### config.mk
export PLATFORM = sky130hd
export DESIGN_NAME = imem_loader_flat
export DESIGN_NICKNAME = d
export VERILOG_FILES = /design/src/rtl/imem_loader_if.sv /design/src/rtl/imem_loader.sv /design/src/flat_wrapper.sv
export SDC_FILE = /design/constraint.sdc
export NUM_CORES = 1
export LEC_CHECK = 0
export ABC_AREA = 1
export CAP_MARGIN = 20
export CORE_MARGIN = 2
export CORE_UTILIZATION = 50
export CTS_CLUSTER_SIZE = 16
export DETAILED_ROUTE_END_ITERATION = 12
export PLACE_DENSITY = 0.75
export SETUP_SLACK_MARGIN = 0.5
export SKIP_LAST_GASP = 1
export SYNTH_ARGS = -nofsm -noshare
export SYNTH_HDL_FRONTEND = slang
export SYNTH_SLANG_ARGS = --single-unit
### constraint.sdc
create_clock -name clk -period 3.09 [get_ports clk]
set_input_delay 0.618 -clock clk [delete_from_list [all_inputs] [get_ports clk]]
set_output_delay 0.618 -clock clk [all_outputs]
set_load 0.01 [all_outputs]
### src/rtl/imem_loader_if.sv
// Loader bus: framed byte stream in (valid/ready) and instruction-memory
// byte-write port out. The master side is the producer/memory system,
// the slave side is the loader.
//
// Handshake: a byte transfers on a rising clk edge where in_valid and
// in_ready are both high. The producer may drop in_valid at any time;
// in_ready depends only on loader state, never on in_valid.
interface imem_loader_if #(
   parameter int ADDR_W = 8
);
   logic              in_valid;
   logic [7:0]        in_data;
   logic              in_ready;
   logic              mem_we;
   logic [ADDR_W-1:0] mem_addr;
   logic [7:0]        mem_wdata;

   modport master (
      output in_valid, in_data,
      input  in_ready, mem_we, mem_addr, mem_wdata
   );

   modport slave (
      input  in_valid, in_data,
      output in_ready, mem_we, mem_addr, mem_wdata
   );
endinterface

### src/rtl/imem_loader.sv
// Instruction-memory program loader. Receives a frame (length in words,
// 4*length payload bytes, XOR checksum), writes the payload to byte
// addresses 0.. and keeps the CPU held until a frame verifies.
module imem_loader #(
   parameter int ADDR_W    = 8,
   parameter int MAX_WORDS = 64
) (
   input  logic         clk,
   input  logic         reset,
   input  logic         start,
   imem_loader_if.slave bus,
   output logic         cpu_hold,
   output logic         done,
   output logic         err,
   output logic [6:0]   words_loaded,
   output logic [2:0]   dbg_state
);

   typedef enum logic [2:0] {
      S_IDLE = 3'd0,
      S_LEN  = 3'd1,
      S_DATA = 3'd2,
      S_CSUM = 3'd3,
      S_DONE = 3'd4,
      S_ERR  = 3'd5
   } state_t;

   localparam logic [7:0] MAX_LEN = 8'(MAX_WORDS);

   state_t            state;
   state_t            state_nxt;
   logic [6:0]        len_q;
   logic [ADDR_W-1:0] byte_cnt;
   logic [7:0]        acc;
   logic              mem_we_q;
   logic [ADDR_W-1:0] mem_addr_q;
   logic [7:0]        mem_wdata_q;

   logic accept;
   logic start_ok;
   logic len_ok;
   logic last_byte;
   logic csum_ok;

   assign bus.in_ready = (state == S_LEN) || (state == S_DATA) || (state == S_CSUM);
   assign accept       = bus.in_valid && bus.in_ready;
   assign start_ok     = start && ((state == S_IDLE) || (state == S_DONE) || (state == S_ERR));
   assign len_ok       = (bus.in_data != 8'd0) && (bus.in_data <= MAX_LEN);
   // The last payload byte closes the final word of the frame; the length
   // check keeps its address at or below 4*MAX_WORDS-1, so no wrap.
   assign last_byte    = (byte_cnt[1:0] == 2'b11) && ((words_loaded + 7'd1) == len_q);
   assign csum_ok      = (bus.in_data == acc);

   assign bus.mem_we    = mem_we_q;
   assign bus.mem_addr  = mem_addr_q;
   assign bus.mem_wdata = mem_wdata_q;
   assign dbg_state     = state;

   // State register.
   always_ff @(posedge clk or negedge reset) begin
      if (!reset) state <= S_IDLE;
      else        state <= state_nxt;
   end

   // Next-state decode from the current state, start and accepted byte.
   always_comb begin
      state_nxt = state;
      case (state)
         S_IDLE, S_DONE, S_ERR: if (start)  state_nxt = S_LEN;
         S_LEN:                 if (accept) state_nxt = len_ok ? S_DATA : S_ERR;
         S_DATA:                if (accept && last_byte) state_nxt = S_CSUM;
         S_CSUM:                if (accept) state_nxt = csum_ok ? S_DONE : S_ERR;
         default:               state_nxt = S_IDLE;
      endcase
   end

   // Datapath: length latch, byte counter, checksum, registered write port, status.
   always_ff @(posedge clk or negedge reset) begin
      if (!reset) begin
         len_q        <= '0;
         byte_cnt     <= '0;
         acc          <= '0;
         mem_we_q     <= 1'b0;
         mem_addr_q   <= '0;
         mem_wdata_q  <= '0;
         cpu_hold     <= 1'b1;
         done         <= 1'b0;
         err          <= 1'b0;
         words_loaded <= '0;
      end else begin
         mem_we_q <= 1'b0;
         if (start_ok) begin
            done         <= 1'b0;
            err          <= 1'b0;
            words_loaded <= '0;
            byte_cnt     <= '0;
            acc          <= '0;
            cpu_hold     <= 1'b1;
         end
         if (accept) begin
            case (state)
               S_LEN: begin
                  if (len_ok) len_q <= bus.in_data[6:0];
                  else        err   <= 1'b1;
               end
               S_DATA: begin
                  mem_we_q    <= 1'b1;
                  mem_addr_q  <= byte_cnt;
                  mem_wdata_q <= bus.in_data;
                  acc         <= acc ^ bus.in_data;
                  byte_cnt    <= byte_cnt + 1'b1;
                  if (byte_cnt[1:0] == 2'b11) words_loaded <= words_loaded + 7'd1;
               end
               S_CSUM: begin
                  // cpu_hold only releases on a verified image.
                  if (csum_ok) begin
                     done     <= 1'b1;
                     cpu_hold <= 1'b0;
                  end else begin
                     err <= 1'b1;
                  end
               end
               default: ;
            endcase
         end
      end
   end

endmodule

### src/flat_wrapper.sv
// flat-port wrapper written by rule: the top's interface ports become plain ports
module imem_loader_flat 
#(
   parameter int ADDR_W    = 8,
   parameter int MAX_WORDS = 64
)
  (clk, reset, start, cpu_hold, done, err, words_loaded, dbg_state, bus_in_valid, bus_in_data, bus_in_ready, bus_mem_we, bus_mem_addr, bus_mem_wdata);
  imem_loader_if #(.ADDR_W(ADDR_W)) bus_i ();
  input  logic clk;
  input  logic reset;
  input  logic start;
  output logic cpu_hold;
  output logic done;
  output logic err;
  output logic [6:0] words_loaded;
  output logic [2:0] dbg_state;
  input wire logic [$bits(bus_i.in_valid)-1:0] bus_in_valid;
  input wire logic [$bits(bus_i.in_data)-1:0] bus_in_data;
  output wire logic [$bits(bus_i.in_ready)-1:0] bus_in_ready;
  output wire logic [$bits(bus_i.mem_we)-1:0] bus_mem_we;
  output wire logic [$bits(bus_i.mem_addr)-1:0] bus_mem_addr;
  output wire logic [$bits(bus_i.mem_wdata)-1:0] bus_mem_wdata;
  assign bus_i.in_valid = bus_in_valid;
  assign bus_i.in_data = bus_in_data;
  assign bus_in_ready = bus_i.in_ready;
  assign bus_mem_we = bus_i.mem_we;
  assign bus_mem_addr = bus_i.mem_addr;
  assign bus_mem_wdata = bus_i.mem_wdata;
  imem_loader #(.ADDR_W(ADDR_W), .MAX_WORDS(MAX_WORDS)) u_core (.clk(clk), .reset(reset), .start(start), .bus(bus_i), .cpu_hold(cpu_hold), .done(done), .err(err), .words_loaded(words_loaded), .dbg_state(dbg_state));
endmodule
==> impl_metrics.py <==
metrics = {
    "run_status": {
        "status": "finished clean",
    },
    "timing": {
        "finClkSkew_ps": 11.2,
        "rsz0062_at_grt": "false",
        "setup_viol": 0,
        "layout_min_cycle_time_ps": 2470,
        "slew_headroom": 0.572,
        "tns_ps": 0,
        "min_period_over_period": 0.800,
        "fmax_ghz": 0.404,
        "slew_violations": 0,
        "finalHoldViolations": 0,
        "tightestPinTransition_ps": 641,
        "whs_ps": 292,
    },
    "finish": {
        "regArea_um2": 1330,
        "final_common_cell": "nand2_1",
        "drive_gt1_frac": 0.0879,
        "mostFrequentLayoutCells": "nand2_1 (90), dfrtp_1 (52), clkdlybuf4s50_1 (41), inv_1 (34), o21ai_1 (30)",
        "fillers": 430,
        "nets": 377,
        "multi_input_area_um2": 1160,
        "antenna_cells": 0,
        "syn2layout_area_growth_pct": 20.4,
    },
    "yosys": {
        "synth_area_leaders": "dfrtp_1 (48%), nand2_1 (12%), o21ai_1 (5.5%)",
        "yosys.area_share.adder": 0.00920,
        "netlist.area_leader.share": 0.479,
        "post_synth_num_cell_types": 38,
        "yosys-mux-area-fraction": 0.00368,
        "synth-simple-area-share": 0.250,
        "postSynthCellCount": 324,
        "synth-xor-area-share": 0.0322,
        "synth_compound_area_frac": 0.132,
        "yosysTopAreaCell": "dfrtp_1",
        "synth_top_family_by_area": "simple AND/OR/NAND/NOR gates",
        "yosys_warnings": 0,
        "syn_area_um2": 2720,
        "syn-mean-instance-area_um2": 8.39,
        "synth_seq_cells": 53,
        "synth_nets": 338,
        "seq_area_frac_synth": 0.488,
    },
    "floorplanning": {
        "coreArea_um2": 5170,
        "rows": 26,
        "dieArea_um2": 6040,
        "fp.dieW_um": 77.7,
        "io_pins": 43,
        "initial_core_util": 0.526,
        "die_h_um": 77.7,
    },
    "worst_setup_path": {
        "worst-r2r-cell-count": 12,
        "cp-end-kind": "output pin",
        "path_cells": "inv_2, nor2_4, nor2_2, clkinv_2, clkdlybuf4s50_1",
        "arrival_ps": 1850,
        "timing.rr.start": "u_core.words_loaded[0]",
        "required_ps": 2470,
        "cpMaxStageDelayCell": "clkdlybuf4s50_1",
        "path_class": "flop to output pin",
        "reg2reg_to": "u_core.dbg_state[2]",
        "slowest_delay_ps": 520,
        "startpoint_type": "flop",
        "cp_max_fo": 8,
        "r2r_setup_slack_ps": 1150,
    },
    "detailed_routing": {
        "drcViolationCount": 0,
        "drt_wl_total_mm": 5.58,
        "vias": 2236,
        "postRouteAntennaNets": 0,
        "wire_per_inst_um": 12.8,
        "viasPerCell": 5.15,
        "dr.pass1.iters": 4,
        "initialDrtViolationCount": 136,
    },
    "global_route": {
        "grt_use_met3": 0.0372,
        "grt_use_total": 0.201,
        "grt_remaining_overflow": 0,
        "top_usage_layer": "met2",
        "antenna_found_initial": 0,
        "use_met1": 0.285,
        "met2_usage": 0.307,
        "grt_first_pass_wirelength_mm": 9.72,
        "grt_pass1_vias": 2098,
        "grt_max_degree": 47,
    },
    "pwr": {
        "seq_power_share": 0.413,
        "comb_power_share": 0.392,
        "p_sw_frac": 0.361,
        "p_per_area_nw_per_um2": 763,
        "switchingPower_uw": 901,
        "clkPwrFrac": 0.194,
        "power_leakage_nw": 1.54,
        "peakVddDrop_v": 0.000431,
        "p_int_mw": 1.59,
    },
    "clock_tree": {
        "clk_path_buf_depth": 2,
        "htreeDepth": 2,
        "cts_root_buf": "clkbuf_8",
        "cts_tree": "done",
        "clkLatencyLatePin_ps": 310,
        "post_cts.repair.setup_buffers": 0,
        "clkSinkCount": 53,
        "cts_buffers": 5,
        "clk_pin_slew_ps": 100,
    },
    "placed_design": {
        "dp_hpwl_mm": 4.06,
        "io_buffers": 42,
        "gp_congestion": 0.864,
    },
    "flow_run": {
        "cap_violations": 0,
    },
    "worst_hold_path": {
        "hp-class": "input port to asynchronous set/reset pin",
    },
}
==> critical path: cells and delay by family (launching register included) <==
family | cells | cell delay [ps]
buffers and inverters | 3 | 820
AND/OR/NAND/NOR | 2 | 260
flip-flops | 1 | 470
==> routing by layer <==
| layer | share of wire | routed length (um) | up-vias |
|---|---|---|---|
| li1 | - | - | 1140 |
| met1 | 0.50 | 2780 | 1038 |
| met2 | 0.45 | 2490 | 47 |
| met3 | 0.036 | 201 | 11 |
| met4 | 0.020 | 110 | 0 |
| met5 | 0 | 0 | - |
==> Yosys cell counts, drive strengths merged <==
library cell  count
nand2            94
nand3            22
clkbuf            1
mux2i             1
nor4              1
xor2              1
nand3b            2
inv              38
o21a              1
o21bai            1
a31o              7
buf              11
ha                2
nor2             15
o21ai            38
o31ai             1
nand4             6
clkinv            1
o221ai            1
o22ai             1
nor3              4
dfstp             1
a21oi            13
dfrtp            52
xnor2             9
==> stage by stage <==
step / cells / utilization / instance area [um^2] / power, mW / worst slack [ps]
6_report: 434 / 0.633 / 3270 / 2.50 / 617
4_1_cts: 434 / 0.633 / 3270 / 2.51 / 608
5_1_grt: 434 / 0.633 / 3270 / 2.69 / 507
2_1_floorplan: 324 / - / 2720 / 1.62 / 1430
3_3_place_gp: 426 / 0.610 / 3160 / 1.99 / 778
3_5_place_dp: 426 / 0.610 / 3160 / 2.02 / 764
==> power by group through the flow <==
stage	combinational [mW]	sequential, mW	clock [mW]
after CTS	0.990	1.03	0.496
after detailed placement	0.982	1.04	0
after global placement	0.960	1.03	0
final	0.979	1.03	0.485
after floorplan	0.555	1.07	0
after global routing	1.10	1.06	0.536
==> final cells by class <==
| type | count | share of cell area |
|---|---|---|
| clock buffer | 7 | 0.0264 |
| tap | 70 | 0.0268 |
| sequential | 53 | 0.406 |
| inverter | 39 | 0.0459 |
| clock inverter | 1 | 0.00917 |
| timing repair buffer | 44 | 0.131 |
| multi-input combinational | 220 | 0.355 |
==> how the worst max path moves through the flow <==
stage                         from                endpoint  slack (ps)  depth (start not counted)
3_3_place_gp          bus_in_valid  u_core.words_loaded[2]         780                          8
3_5_place_dp          bus_in_valid  u_core.words_loaded[0]         760                          8
4_1_cts        u_core.dbg_state[0]            bus_in_ready         610                          5
5_1_grt        u_core.dbg_state[0]            bus_in_ready         510                          5
2_1_floorplan  u_core.dbg_state[1]            bus_in_ready        1430                          4
6_report       u_core.dbg_state[1]            bus_in_ready         620                          5
==> cell families after synthesis <==
group,Yosys count
xor+xnor,10
flops,53
mux,1
simple gates,144
compound gates,63
fa+ha+maj,2
buf+inv,51
==> state kept, by name, indices dropped and copies added (netlist names), 3 cells and up <==
name,flops
u_core.words_loaded,7
u_core.dbg_state,3
u_core.len_q,7
u_core.acc,8
u_core.byte_cnt,8
u_core.bus.mem_wdata,8
u_core.bus.mem_addr,8
==> what timing repair did <==
| action | in CTS | in global routing |
|---|---|---|
| endpoints found under the setup margin | 1 | 0 |
| gates resized for setup | 1 | 0 |
| hold buffers | 0 | 0 |
No activity file was read; power rests on OpenSTA's default activity.
